--- src/rtl/xbus_dram_arbiter.sv ---
// Arbitrates the single SDRAM controller port between CPU xbus, disk DMA and TV scanout,
// sequencing the req/ready/done handshake with a per-transaction watchdog.
module xbus_dram_arbiter #(
  parameter int unsigned TIMEOUT  = 64,
  parameter int unsigned VID_HOLD = 4
) (
  input  logic        mclk,
  input  logic        reset,
  input  logic [2:0]  req,
  input  logic [1:0]  write,
  input  logic [21:0] addr0,
  input  logic [21:0] addr1,
  input  logic [21:0] addr2,
  input  logic [31:0] wdata0,
  input  logic [31:0] wdata1,
  output logic [2:0]  ack,
  output logic [31:0] rdata,
  output logic        err,
  output logic [21:0] sdram_addr,
  output logic [31:0] sdram_data_out,
  output logic        sdram_req,
  output logic        sdram_write,
  input  logic        sdram_ready,
  input  logic        sdram_done,
  input  logic [31:0] sdram_data_in,
  output logic [2:0]  grant,
  output logic [3:0]  arb_state
);

  localparam int unsigned WdW = $clog2(TIMEOUT);
  localparam int unsigned VcW = $clog2(VID_HOLD + 1);

  typedef enum logic [3:0] {
    StIdle  = 4'b0001,
    StIssue = 4'b0010,
    StWait  = 4'b0100,
    StAck   = 4'b1000
  } state_e;

  state_e           state_q, state_d;
  logic [2:0]       grant_q, grant_d;
  logic [2:0]       ack_q, ack_d;
  logic             err_q, err_d;
  logic [31:0]      rdata_q, rdata_d;
  logic [21:0]      addr_q, addr_d;
  logic [31:0]      wdata_q, wdata_d;
  logic             sreq_q, sreq_d;
  logic             swr_q, swr_d;
  logic             rr_q, rr_d;
  logic [VcW-1:0]   vid_cnt_q, vid_cnt_d;
  logic [WdW-1:0]   wd_q, wd_d;

  logic [2:0] sel;
  logic       finish;
  logic       expired;

  always_comb begin
    state_d   = state_q;
    grant_d   = grant_q;
    ack_d     = ack_q;
    err_d     = err_q;
    rdata_d   = rdata_q;
    addr_d    = addr_q;
    wdata_d   = wdata_q;
    sreq_d    = sreq_q;
    swr_d     = swr_q;
    rr_d      = rr_q;
    vid_cnt_d = vid_cnt_q;
    wd_d      = wd_q;

    // Video yields to a pending CPU/DMA request once it has used its burst allowance.
    if (req[2] && ((vid_cnt_q < VcW'(VID_HOLD)) || !(req[0] || req[1]))) begin
      sel = 3'b100;
    end else if (req[0] && req[1]) begin
      sel = rr_q ? 3'b010 : 3'b001;
    end else if (req[0]) begin
      sel = 3'b001;
    end else if (req[1]) begin
      sel = 3'b010;
    end else begin
      sel = 3'b000;
    end

    finish  = ((state_q == StIssue) && sdram_ready && sdram_done) ||
              ((state_q == StWait) && sdram_done);
    expired = (wd_q == WdW'(TIMEOUT - 1));

    unique case (state_q)
      StIdle: begin
        if (sel != 3'b000) begin
          state_d = StIssue;
          grant_d = sel;
          sreq_d  = 1'b1;
          wd_d    = '0;
          if (sel[2]) begin
            addr_d = addr2;
            swr_d  = 1'b0;
            if (vid_cnt_q != VcW'(VID_HOLD)) vid_cnt_d = vid_cnt_q + VcW'(1);
          end else if (sel[1]) begin
            addr_d    = addr1;
            wdata_d   = wdata1;
            swr_d     = write[1];
            rr_d      = 1'b0;
            vid_cnt_d = '0;
          end else begin
            addr_d    = addr0;
            wdata_d   = wdata0;
            swr_d     = write[0];
            rr_d      = 1'b1;
            vid_cnt_d = '0;
          end
        end
      end
      StIssue, StWait: begin
        wd_d = wd_q + WdW'(1);
        if (finish) begin
          state_d = StAck;
          sreq_d  = 1'b0;
          ack_d   = grant_q;
          err_d   = 1'b0;
          if (!swr_q) rdata_d = sdram_data_in;
        end else if (expired) begin
          state_d = StAck;
          sreq_d  = 1'b0;
          ack_d   = grant_q;
          err_d   = 1'b1;
          rdata_d = 32'hffff_ffff;
        end else if ((state_q == StIssue) && sdram_ready) begin
          state_d = StWait;
          sreq_d  = 1'b0;
        end
      end
      StAck: begin
        if ((req & grant_q) == 3'b000) begin
          state_d = StIdle;
          ack_d   = 3'b000;
          err_d   = 1'b0;
          grant_d = 3'b000;
        end
      end
      default: state_d = StIdle;
    endcase
  end

  always_ff @(posedge mclk) begin
    if (reset) begin
      state_q   <= StIdle;
      grant_q   <= 3'b000;
      ack_q     <= 3'b000;
      err_q     <= 1'b0;
      rdata_q   <= '0;
      addr_q    <= '0;
      wdata_q   <= '0;
      sreq_q    <= 1'b0;
      swr_q     <= 1'b0;
      rr_q      <= 1'b0;
      vid_cnt_q <= '0;
      wd_q      <= '0;
    end else begin
      state_q   <= state_d;
      grant_q   <= grant_d;
      ack_q     <= ack_d;
      err_q     <= err_d;
      rdata_q   <= rdata_d;
      addr_q    <= addr_d;
      wdata_q   <= wdata_d;
      sreq_q    <= sreq_d;
      swr_q     <= swr_d;
      rr_q      <= rr_d;
      vid_cnt_q <= vid_cnt_d;
      wd_q      <= wd_d;
    end
  end

  assign ack            = ack_q;
  assign rdata          = rdata_q;
  assign err            = err_q;
  assign sdram_addr     = addr_q;
  assign sdram_data_out = wdata_q;
  assign sdram_req      = sreq_q;
  assign sdram_write    = swr_q;
  assign grant          = grant_q;
  assign arb_state      = state_q;

endmodule

--- config.mk ---
export PLATFORM = sky130hd
export DESIGN_NAME = xbus_dram_arbiter
export DESIGN_NICKNAME = d
export VERILOG_FILES = /design/src/rtl/xbus_dram_arbiter.sv
export SDC_FILE = /design/constraint.sdc
export NUM_CORES = 1
export LEC_CHECK = 0
export ABC_AREA = 1
export CORE_MARGIN = 10
export CORE_UTILIZATION = 44
export DETAILED_ROUTE_END_ITERATION = 10
export HOLD_SLACK_MARGIN = 0.08
export PLACE_DENSITY = 0.95
export SLEW_MARGIN = 20
export SYNTH_ARGS = -nofsm -noshare
export SYNTH_HDL_FRONTEND = slang
export SYNTH_SLANG_ARGS = --single-unit
export TNS_END_PERCENT = 20
--- constraint.sdc ---
create_clock -name mclk -period 2.5 [get_ports mclk]
set_input_delay 0.625 -clock mclk [delete_from_list [all_inputs] [get_ports mclk]]
set_output_delay 0.625 -clock mclk [all_outputs]
set_load 0.02 [all_outputs]
==> summary.txt <==
GRT
  • Vias in the first global route: 6,172
  • Largest net degree at the start of global routing: 72
  • First-pass GRT wire length: 32,500 um
  • Total Routing Usage GR: 0.229
  • Overflow after GRT: 0
  • Initial antenna violation count: 1

Finish
  • Post-route insts no fill: 1,241
  • Multi-input gate area: 2530 um^2
  • Fillcell total: 893
  • Share of layout cells above drive strength 1: 0.0681
  • Storage cell area: 2180 um^2
  • Synth-to-Final Area Change: 58.3%
  • Cell area after layout: 8630 um^2
  • # nets final: 1,241

Floorplan
  • Core area: 12,100 um^2
  • Width of the chip: 131 um
  • Rows: 40
  • Initial Util: 0.452
  • Die Span Y: 131 um
  • Die area: 17,200 um^2
  • I/O pin cnt: 270

Detailed routing
  • Via count: 6,284
  • DR DRC count: 0
  • First-pass iteration count of the detailed router: 5
  • Routed length per instance: 16.7 um
  • Post-DRT Antenna Nets: 0
  • DR iter-0 viols: 385
  • Vias per inst: 5.06
  • Total routed wirelength: 20,700 um

Timing
  • Setup TNS after final layout: 0 ns
  • Unrepaired setup endpoints after global routing: false
  • Fmax achieved: 474 MHz
  • Final setup viols: 0
  • Period minus WS final: 2.11 ns
  • Fin. Hold Viols: 0
  • Final WS setup: 0.389 ns
  • Worst-Margin Slew: 0.378 ns
  • Slew margin rel.: 0.747
  • Clock skew: 0.00944 ns
  • Period utilization: 0.844
  • Slew Limit Fails: 0

Place
  • Dpl cells: 1,224
  • Hpwl dp: 15,800 um
  • Gp weighted congestion: 0.865
  • DP Worst Slack: 0.0941 ns
  • # port buffers: 269
  • Area post-placement: 8300 um^2

Setup path
  • Slowest Stage Delay on Critical Path: 0.46 ns
  • CP max-delay cell: clkdlybuf4s50_1
  • R2R cell count: 10
  • Crit path launch type: input port
  • R2R Path Start: arb_state[1]
  • Reg-to-reg endpoint: rdata[12]
  • Critical path required time: 2.78 ns
  • Largest fanout on the critical path: 5
  • Critical Path Sink Type: flop
  • CP delay by family, top: simple AND/OR/NAND/NOR gates
  • Crit path cell chain: clkdlybuf4s50_1, inv_1, nand2_1, nor2_1, nor2_4, nor2_1, nor2_1, nand3_1, nand2_1, a21oi_1
  • Worst EP arrival: 2.39 ns
  • Crit path buffers/inverters: 2
  • Crit Path Category: in2reg
  • Flop-to-flop setup slack: 0.61 ns
  • Most frequent CP cell: nor2_1

Worst hold path
  • Hold path startpoint: wd_q[4]
  • Hold depth: 2
  • Hold endpoint: wd_q[4]
  • Hold crit path type: reg2reg

Synthesis
  • Post-synth ARST share: 0
  • Post-Synth XOR/XNOR Area: 0.00161
  • Synth Area in Simple Gates: 0.307
  • Main synth FF type: dfxtp_1
  • Flops & latches, synth: 109
  • Mux contribution to synthesized area: 0
  • Top cells by area, synth: dfxtp_1, nand2_1, inv_1, o211ai_1, nand3_1
  • Synth unique cells: 26
  • Syn Nets: 990
  • Cell accounting for the most synthesized area: dfxtp_1
  • Post-synth EDFFs: 0
  • Compound-Gate Fraction of Synth Area: 0.148
  • Dominant combinational cell family by area after synthesis: simple AND/OR/NAND/NOR gates
  • Synth Instances: 816
  • Mapped Area: 5450 um^2
  • Post-synthesis adder-cell area fraction: 0.00689
  • Synth top area share: 0.400
  • Seq/Total Area, Yosys: 0.400
  • Count of warnings emitted by yosys: 0
  • Syn Area/Cell: 6.68 um^2

CTS
  • CTS Buf Count: 9
  • Clock Tree Buf Depth: 2
  • H-Tree Level Count: 3
  • CTS tree: built
  • Clk root buf: clkbuf_16
  • Hold_buf cts: 0
  • Post-CTS setup buffer count: 0
  • Clk_lat worst skew: 0.35 ns
  • Clock Pin Slew Worst Setup and Hold Paths: 0.07 ns
  • PostCTS Resize Cnt: 0
  • Clock Sinks: 109

Pwr
  • Leakage: 3.77 nW
  • Pwr dens: 809 nW/um^2
  • VDD IR max: 0.430 mV

Flow run
  • Max_cap viols: 0

Outcome
  • Status: finished, final reports clean
synthesized netlist by cell type (2+ instances only):
cell type / count
inv_1: 120
a31oi_1: 21
o211ai_1: 52
nand2_2: 4
buf_6: 2
nor2_2: 2
buf_4: 10
clkbuf_1: 21
ha_1: 3
nand3_1: 77
buf_2: 18
nor2_1: 91
nand4_1: 2
a21oi_1: 19
nand2_1: 200
dfxtp_1: 109
or2_2: 19
o21ai_0: 33
inv_2: 6
registers in the layout, summed over array words and instances (netlist names), 3 cells and up:
register,flops
grant,3
sdram_data_out,32
vid_cnt_q,3
wd_q,6
sdram_addr,22
arb_state,4
ack,3
rdata,32
power breakdown:
group / leakage [nW] / internal [mW] / switching [mW] / total (mW)
sequential: 0.892 / 2.14 / 0.248 / 2.39
combinational: 2.73 / 1.35 / 1.71 / 3.06
clock: 0.151 / 0.864 / 0.670 / 1.53
total: 3.77 / 4.35 / 2.63 / 6.98
cells by family (layout without fill, tap and decap cells):
family / Yosys count / count (layout)
xor gates and xnor gates: 1 / 1
other: 0 / 1
AOI/OAI and AO/OA: 128 / 128
buffers and inverters: 177 / 433
adders and majority gates: 3 / 3
DFF: 109 / 109
and+or+nand+nor: 398 / 398
worst max path at each step:
stage	startpoint	endpoint	slack (ns)	depth (start not counted)
after global placement	req[0]	wd_q[3]	0.19	9
after CTS	grant[1]	grant[1]	0.38	1
after detailed placement	req[0]	sdram_data_out[27]	0.09	11
after global routing	req[0]	wd_q[3]	0.23	9
final	req[0]	wd_q[5]	0.39	10
after floorplan	req[0]	sdram_data_out[10]	0.77	10
worst min-delay path, stage by stage, from the launching register on:
cell and delay [ns]:
dfxtp_1 0.32, inv_1 0.05, a21oi_1 0.06
cell type report:
class	instances	share of cell area
Clock buffer	12	0.0309
Inverter	126	0.0548
Multi-Input combinational cell	530	0.293
Timing Repair Buffer	291	0.337
Clock inverter	4	0.00624
Sequential cell	109	0.253
Tap cell	168	0.0244
Antenna cell	1	0.000290
placed cells by master, fill, tap and decap left out, types with 2 or more instances in the layout:
cell type / synthesis / layout
clkdlybuf4s50_1: 0 / 269
nand2_1: 200 / 200
inv_1: 120 / 119
dfxtp_1: 109 / 109
nor2_1: 91 / 91
nand3_1: 77 / 77
o211ai_1: 52 / 52
o21ai_0: 33 / 32
a31oi_1: 21 / 21
or2_2: 19 / 19
a21oi_1: 19 / 18
buf_4: 10 / 18
clkbuf_16: 0 / 9
inv_2: 6 / 7
nand2_2: 4 / 4
buf_12: 0 / 4
ha_1: 3 / 3
clkbuf_8: 0 / 3
nor2_2: 2 / 2
nand4_1: 2 / 2
clkinvlp_4: 0 / 2
metrics by stage:
step / total power [mW] / hold WS (ns) / utilization
2_1_floorplan: 4.02 / 0.425 / -
3_3_place_gp: 5.39 / 0.432 / 0.688
3_5_place_dp: 5.46 / 0.454 / 0.688
4_1_cts: 7.01 / 0.465 / 0.715
5_1_grt: 7.35 / 0.482 / 0.715
6_report: 6.98 / 0.463 / 0.715
per-layer routing:
layer,track usage,routed length (um)
met4,0.0828,606
met2,0.389,9960
met3,0.0899,2130
met1,0.252,7960
met5,0,0
(Power assumes the default switching activity.)
